[src/rtl/fetch_pc_gen.sv]
// ---------------------------------------------------------------------------
// fetch_pc_gen
//
// IF-stage next-PC generator. Holds the architectural fetch PC and a
// direct-mapped branch target buffer (BTB). Each cycle the BTB is probed with
// the current pc. The external 2-bit direction predictor answers with
// 'prediction', and that answer chooses between the BTB target and pc+4.
// Branches resolved in EX are turned into mispredict redirects, a pipeline
// flush and BTB updates. The block also keeps branch and mispredict counters.
//
// Ports:
//   clk, rstn        clock, asynchronous active-low reset
//   stall            hazard unit freeze of the IF stage
//   pc               current fetch PC (to predictor and I-memory)
//   is_branch        BTB hit for pc (to predictor)
//   prediction       predictor taken/not-taken for pc (combinational)
//   pred_taken_IF    is_branch & prediction, carried down the pipe
//   pred_target_IF   predicted next fetch address, carried down the pipe
//   pc_EX ..         resolved branch information from the EX stage
//   pred_*_EX        IF-stage prediction carried along to EX
//   flush            kill IF/ID and ID/EX contents (same cycle as mispredict)
//   branch_cnt       resolved branches since reset
//   mispred_cnt      mispredicts since reset
// ---------------------------------------------------------------------------
module fetch_pc_gen #(
    parameter logic [31:0] RESET_PC  = 32'h0000_0000,
    parameter int          BTB_IDX_W = 4,
    parameter int          CNT_W     = 32
) (
    input  logic             clk,
    input  logic             rstn,
    input  logic             stall,
    output logic [31:0]      pc,
    output logic             is_branch,
    input  logic             prediction,
    output logic             pred_taken_IF,
    output logic [31:0]      pred_target_IF,
    input  logic [31:0]      pc_EX,
    input  logic             branch_EX,
    input  logic             btaken_EX,
    input  logic [31:0]      btarget_EX,
    input  logic             pred_taken_EX,
    input  logic [31:0]      pred_target_EX,
    output logic             flush,
    output logic [CNT_W-1:0] branch_cnt,
    output logic [CNT_W-1:0] mispred_cnt
);

    localparam int TAG_W   = 32 - BTB_IDX_W - 2;
    localparam int ENTRIES = 1 << BTB_IDX_W;

    logic             btb_valid  [ENTRIES];
    logic [TAG_W-1:0] btb_tag    [ENTRIES];
    logic [31:0]      btb_target [ENTRIES];

    logic [BTB_IDX_W-1:0] fetch_idx;
    logic [TAG_W-1:0]     fetch_tag;
    logic [BTB_IDX_W-1:0] ex_idx;
    logic [TAG_W-1:0]     ex_tag;
    logic [31:0]          pc_plus4;
    logic [31:0]          redirect_pc;
    logic                 mispredict;
    logic                 btb_write;
    logic [31:0]          next_pc;

    // Word-aligned index and tag slices for both the fetch lookup and the
    // EX-side update. The two low address bits never take part in either.
    always_comb begin
        fetch_idx = pc[BTB_IDX_W+1:2];
        fetch_tag = pc[31:BTB_IDX_W+2];
        ex_idx    = pc_EX[BTB_IDX_W+1:2];
        ex_tag    = pc_EX[31:BTB_IDX_W+2];
    end

    // Fetch-side prediction. The lookup reads the registered BTB contents,
    // so an update written in the same cycle becomes visible one cycle later.
    always_comb begin
        pc_plus4       = pc + 32'd4;
        is_branch      = btb_valid[fetch_idx] && (btb_tag[fetch_idx] == fetch_tag);
        pred_taken_IF  = is_branch & prediction;
        pred_target_IF = pred_taken_IF ? btb_target[fetch_idx] : pc_plus4;
    end

    // EX-side resolution. A taken branch that was predicted taken still
    // counts as a mispredict when the predicted target differs from the real
    // one, for example after the BTB entry was replaced by an aliasing branch.
    always_comb begin
        mispredict  = branch_EX &
                      ((btaken_EX != pred_taken_EX) |
                       (btaken_EX & (btarget_EX != pred_target_EX)));
        flush       = mispredict;
        redirect_pc = btaken_EX ? btarget_EX : (pc_EX + 32'd4);
        btb_write   = branch_EX & btaken_EX;
    end

    // Next-PC selection. A mispredict must win over stall, otherwise a frozen
    // IF stage would keep fetching down the wrong path after the flush.
    always_comb begin
        next_pc = pc_plus4;
        if (mispredict) begin
            next_pc = redirect_pc;
        end else if (stall) begin
            next_pc = pc;
        end else if (pred_taken_IF) begin
            next_pc = btb_target[fetch_idx];
        end
    end

    // Fetch PC register. Reset also discards any redirect that is pending
    // in the same cycle.
    always_ff @(posedge clk or negedge rstn) begin
        if (!rstn) begin
            pc <= RESET_PC;
        end else begin
            pc <= next_pc;
        end
    end

    // BTB storage. Only taken branches allocate; the new entry simply
    // overwrites whatever occupied the slot. Updates ignore stall because EX
    // resolution is independent of the IF freeze.
    always_ff @(posedge clk or negedge rstn) begin
        if (!rstn) begin
            for (int i = 0; i < ENTRIES; i++) begin
                btb_valid[i]  <= 1'b0;
                btb_tag[i]    <= '0;
                btb_target[i] <= '0;
            end
        end else if (btb_write) begin
            btb_valid[ex_idx]  <= 1'b1;
            btb_tag[ex_idx]    <= ex_tag;
            btb_target[ex_idx] <= btarget_EX;
        end
    end

    // Performance counters. EX presents each branch for exactly one cycle,
    // so counting cycles counts instructions. Both wrap naturally.
    always_ff @(posedge clk or negedge rstn) begin
        if (!rstn) begin
            branch_cnt  <= '0;
            mispred_cnt <= '0;
        end else begin
            if (branch_EX) begin
                branch_cnt <= branch_cnt + CNT_W'(1);
            end
            if (mispredict) begin
                mispred_cnt <= mispred_cnt + CNT_W'(1);
            end
        end
    end

endmodule

[config.mk]
export PLATFORM = sky130hd
export DESIGN_NAME = fetch_pc_gen
export DESIGN_NICKNAME = d
export VERILOG_FILES = /design/src/rtl/fetch_pc_gen.sv
export SDC_FILE = /design/constraint.sdc
export NUM_CORES = 2
export LEC_CHECK = 0
export ABC_AREA = 0
export BUFFER_PORTS_ARGS = -buffer_cell sky130_fd_sc_hd__buf_4
export CORE_UTILIZATION = 50
export CTS_BUF_LIST = sky130_fd_sc_hd__clkbuf_2
export DETAILED_ROUTE_END_ITERATION = 6
export PLACE_DENSITY = 0.7
export SYNTH_ARGS = -nofsm -noshare
export SYNTH_HDL_FRONTEND = slang
export SYNTH_SLANG_ARGS = --single-unit
[constraint.sdc]
create_clock -name clk -period 4.5 [get_ports clk]
set_clock_uncertainty 0.05 [all_clocks]
set_input_delay 0.9 -clock clk [delete_from_list [all_inputs] [get_ports clk]]
set_output_delay 0.9 -clock clk [all_outputs]
set_load 0.005 [all_outputs]
==> impl_metrics.csv <==
group,metric,value,unit
outcome,outcome,"finished, violations left",
outcome,failed_checks,"setup timing",
sta,slew_viol_final,0,
synthesis,asyncSetResetFlopFracSynth,100.0,%
power,power.static_leakage,27.33,nW
layout,multi_input_comb_area,22960,µm²
global_routing,gr-total-overflow,0,
die,floorplan.io_pins,234,
die,coreArea,98850,µm²
synthesis,synth_edf_count,0,
sta,period_minus_slack,6019,ps
placement,hpwl,96610,µm
placement,gp_congestion,1.012,
cts,cts-htree-levels,5,
sta,grt_setup_unrepaired,"yes",
global_routing,globalRouteMet3Util,10.63,%
cts,cts_root_buf,"clkbuf_2",
synthesis,synthesized_cell_area,50140,µm²
cts,sinks_on_clock_net,1040,
route,vias_per_cell,6.150,
route,route.vias.total,33854,
layout,layout.cells.most_common,"dfrtp_1",
cts,insertion_delay,1480,ps
setup_path,cp_data_required_time,3550,ps
die,floorplan.die_area,101600,µm²
global_routing,grt_start_max_net_pins,161,
layout,final_core_utilization,58.64,%
layout,synthToLayoutAreaGrowth,15.61,%
route,antenna_violating_nets_post_route,0,
synthesis,synth_seq_area_share,51.90,%
sta,finalHoldWorstSlack,192.7,ps
setup_path,crit_path_start_kind,"flip-flop",
global_routing,grt_use_met1,41.43,%
global_routing,globalRouteMet2Util,45.57,%
layout,seqCellArea,26040,µm²
power,design_power_total,0.02605,W
setup_path,reg2reg_from,"pc[2]",
global_routing,grt.busiest_layer,"met2",
setup_path,critical_path.startpoint,"pc[3]",
global_routing,globalRouteTotalUtil,30.59,%
worst_hold_path,hold_path.class,"in2reg",
route,total_wirelength,153400,µm
sta,slew-limit-headroom,29.16,%
placement,port_buffers,233,
layout,number_of_nets_in_the_layout,4161,
setup_path,critical_path_peak_fanout,10,
synthesis,leading_register_cell_type_out_of_synthesis,"dfrtp_1",
cts,ctsLongestPathBuffers,4,
global_routing,grt_pass1_wl,228500,µm
route,detailedRoute.firstPassIterationCount,5,
die,chipHeight,318.7,µm
synthesis,ys_types,76,
sta,fin_crit_sh,133.7,%
layout,fillCellCount,7963,
synthesis,ys_warn_count,0,
synthesis,ys_seq_elements,1040,
sta,final.setup.worst_slack,-1519,ps
sta,report.final.hold_viol_count,0,
sta,finalSetupViolations,34,
setup_path,worst_setup_path_end_kind,"primary output",
global_routing,vias_in_the_first_global_route,35295,
power,ir_worst_vdd,230.3,µV
synthesis,synth_cells,3565,
sta,timing.fmax,0.1661,GHz
global_routing,antenna_found_initial,9,
worst_hold_path,hold_path_startpoint,"pred_taken_EX",
job,max_cap_viol_count,0,
layout,final_layout_size_suffix_gt1_share,50.80,%
route,dr.first_iter.drc_count,2836,
die,placement_rows,115,
cts,total_cts_buffers,287,
die,start_util,50.72,%
power,power_per_cell_area,449.5,nW/µm²
route,remaining_drc_errors,0,
synthesis,post_synth.cell_area_avg,14.07,µm²
cts,clkTransAtPathRegs,110,ps
synthesis,syn-num-nets,3675,
route,routed_wl_per_cell,27.87,µm
layout,final_cell_mix,"dfrtp_1, mux2_2, clkbuf_2, buf_4, mux4_2",
cts,cts_tree,"yes",
setup_path,crit_type,"reg2out",
die,die_width,318.7,µm
setup_path,worstPathArrival,5070,ps
sta,worst_tran_pin_value,1063,ps
==> report_power, final <==
group          internal [W]  total, W  switching [W]  leakage (nW)
registers            0.0111    0.0122        0.00108          13.3
logic               0.00406   0.00755        0.00349          12.2
clock network       0.00246   0.00632        0.00386          1.80
total                0.0176    0.0261        0.00844          27.3
==> worst paths after layout <==
check | slack [ps] | cells past startpoint | end
worst max-delay path | -1520 | 14 | pred_target_IF[26]
worst min-delay path | 190 | 5 | mispred_cnt[3]
worst max register to register | 210 | 15 | pc[7]
worst min register to register | 420 | 1 | branch_cnt[31]
max in group asynchronous | 2700 | 4 | btb_target[199]
min in group asynchronous | 710 | 4 | pc[23]
==> kinds of logic (layout without fill, tap and decap cells) <==
kind of cell | Yosys count | count (layout) | share of synthesized area, %
DFF | 1040 | 1040 | 51.90
AOI/OAI and AO/OA | 242 | 242 | 3.356
xor gates and xnor gates | 160 | 160 | 2.795
buffers and inverters | 365 | 1011 | 3.084
adders and majority gates | 7 | 7 | 0.1747
and+or+nand+nor | 481 | 481 | 4.878
muxes | 1270 | 1270 | 33.81
other | 0 | 7 | 0
==> per-layer routing <==
layer / vias up / wire length (µm)
li1: 14210 / -
met1: 17728 / 63200
met2: 1575 / 69330
met3: 333 / 16190
met4: 8 / 4662
met5: - / 50
==> per-stage QoR <==
step | area (µm²) | worst slack, ps | std cells | setup TNS [ps]
floorplan | 50140 | 120.3 | 3565 | 0
global placement | 54200 | -80.75 | 4951 | -302.6
detailed placement | 54200 | -126.1 | 4951 | -1070
CTS | 57760 | -1697 | 5494 | -55110
global route | 57970 | -1748 | 5505 | -57030
finish | 57970 | -1519 | 5505 | -49400
==> Yosys cell counts, drive strengths merged, types with 3 or more instances <==
| cell | n | area, µm² |
|---|---|---|
| o221ai | 4 | 35.03 |
| xor2 | 61 | 534.3 |
| a31o | 4 | 35.03 |
| a31oi | 6 | 37.54 |
| a21oi | 26 | 133.9 |
| mux2i | 101 | 1011 |
| nor2b | 13 | 81.33 |
| buf | 165 | 795.8 |
| o31ai | 10 | 75.07 |
| nand2 | 157 | 589.3 |
| and2 | 11 | 68.81 |
| nand3 | 63 | 315.3 |
| a22oi | 33 | 247.7 |
| clkbuf | 173 | 649.4 |
| o2111ai | 6 | 52.55 |
| or2 | 6 | 37.54 |
| o21a | 3 | 22.52 |
| a211oi | 9 | 67.56 |
| o22ai | 7 | 43.79 |
| a221o | 3 | 30.03 |
| a221oi | 7 | 80.07 |
| nor2 | 69 | 261.5 |
| nor3 | 19 | 105.1 |
| o21ai | 60 | 300.3 |
| a22o | 7 | 61.31 |
| ha | 7 | 87.58 |
| nor4 | 15 | 108.9 |
| mux2 | 928 | 10510 |
| and4 | 15 | 131.4 |
| a21o | 18 | 135.1 |
| o211ai | 19 | 142.6 |
| dfrtp | 1040 | 26020 |
| inv | 26 | 97.59 |
| or4 | 5 | 37.54 |
| nand2b | 39 | 244.0 |
| nor3b | 4 | 30.03 |
| mux4 | 241 | 5428 |
| xnor2 | 99 | 867.1 |
| and3 | 24 | 150.1 |
| nand4 | 34 | 227.7 |
==> sequential cells by signal, indices dropped and copies added, names as in the netlist <==
| register | flops |
|---|---|
| pc | 32 |
| btb_target | 512 |
| mispred_cnt | 32 |
| branch_cnt | 32 |
| btb_valid | 16 |
| btb_tag | 416 |
==> critical path, cell delays in order, from the launching register on <==
cell     delay, ps
dfrtp_4        560
buf_16         190
buf_6          210
mux2i_2        300
a22oi_1        120
nand4_1        180
nand4_1        130
or4_4          510
nor4_4         270
buf_4          180
nand4_4         80
buf_12         170
buf_12         150
mux2_4         350
buf_4          150
==> layout make-up <==
cell class / instances / share of cell area [%]
Sequential cell: 1040 / 44.92
Multi-Input combinational cell: 2160 / 39.61
Timing Repair Buffer: 535 / 8.603
Clock buffer: 402 / 3.471
Tap cell: 1287 / 2.778
Clock inverter: 47 / 0.4123
Inverter: 27 / 0.1791
Antenna cell: 7 / 0.03022
==> what timing repair did <==
item | in CTS | in global routing
hold endpoints to repair | 2012 | 0
setup endpoints to repair | 34 | 34
hold buffers | 72 | 0
gates cloned | 4 | 2
gates resized for setup | 78 | 25
pin swaps | 12 | 10
setup buffers | 18 | 2
Power figures use the tool's default switching activity.
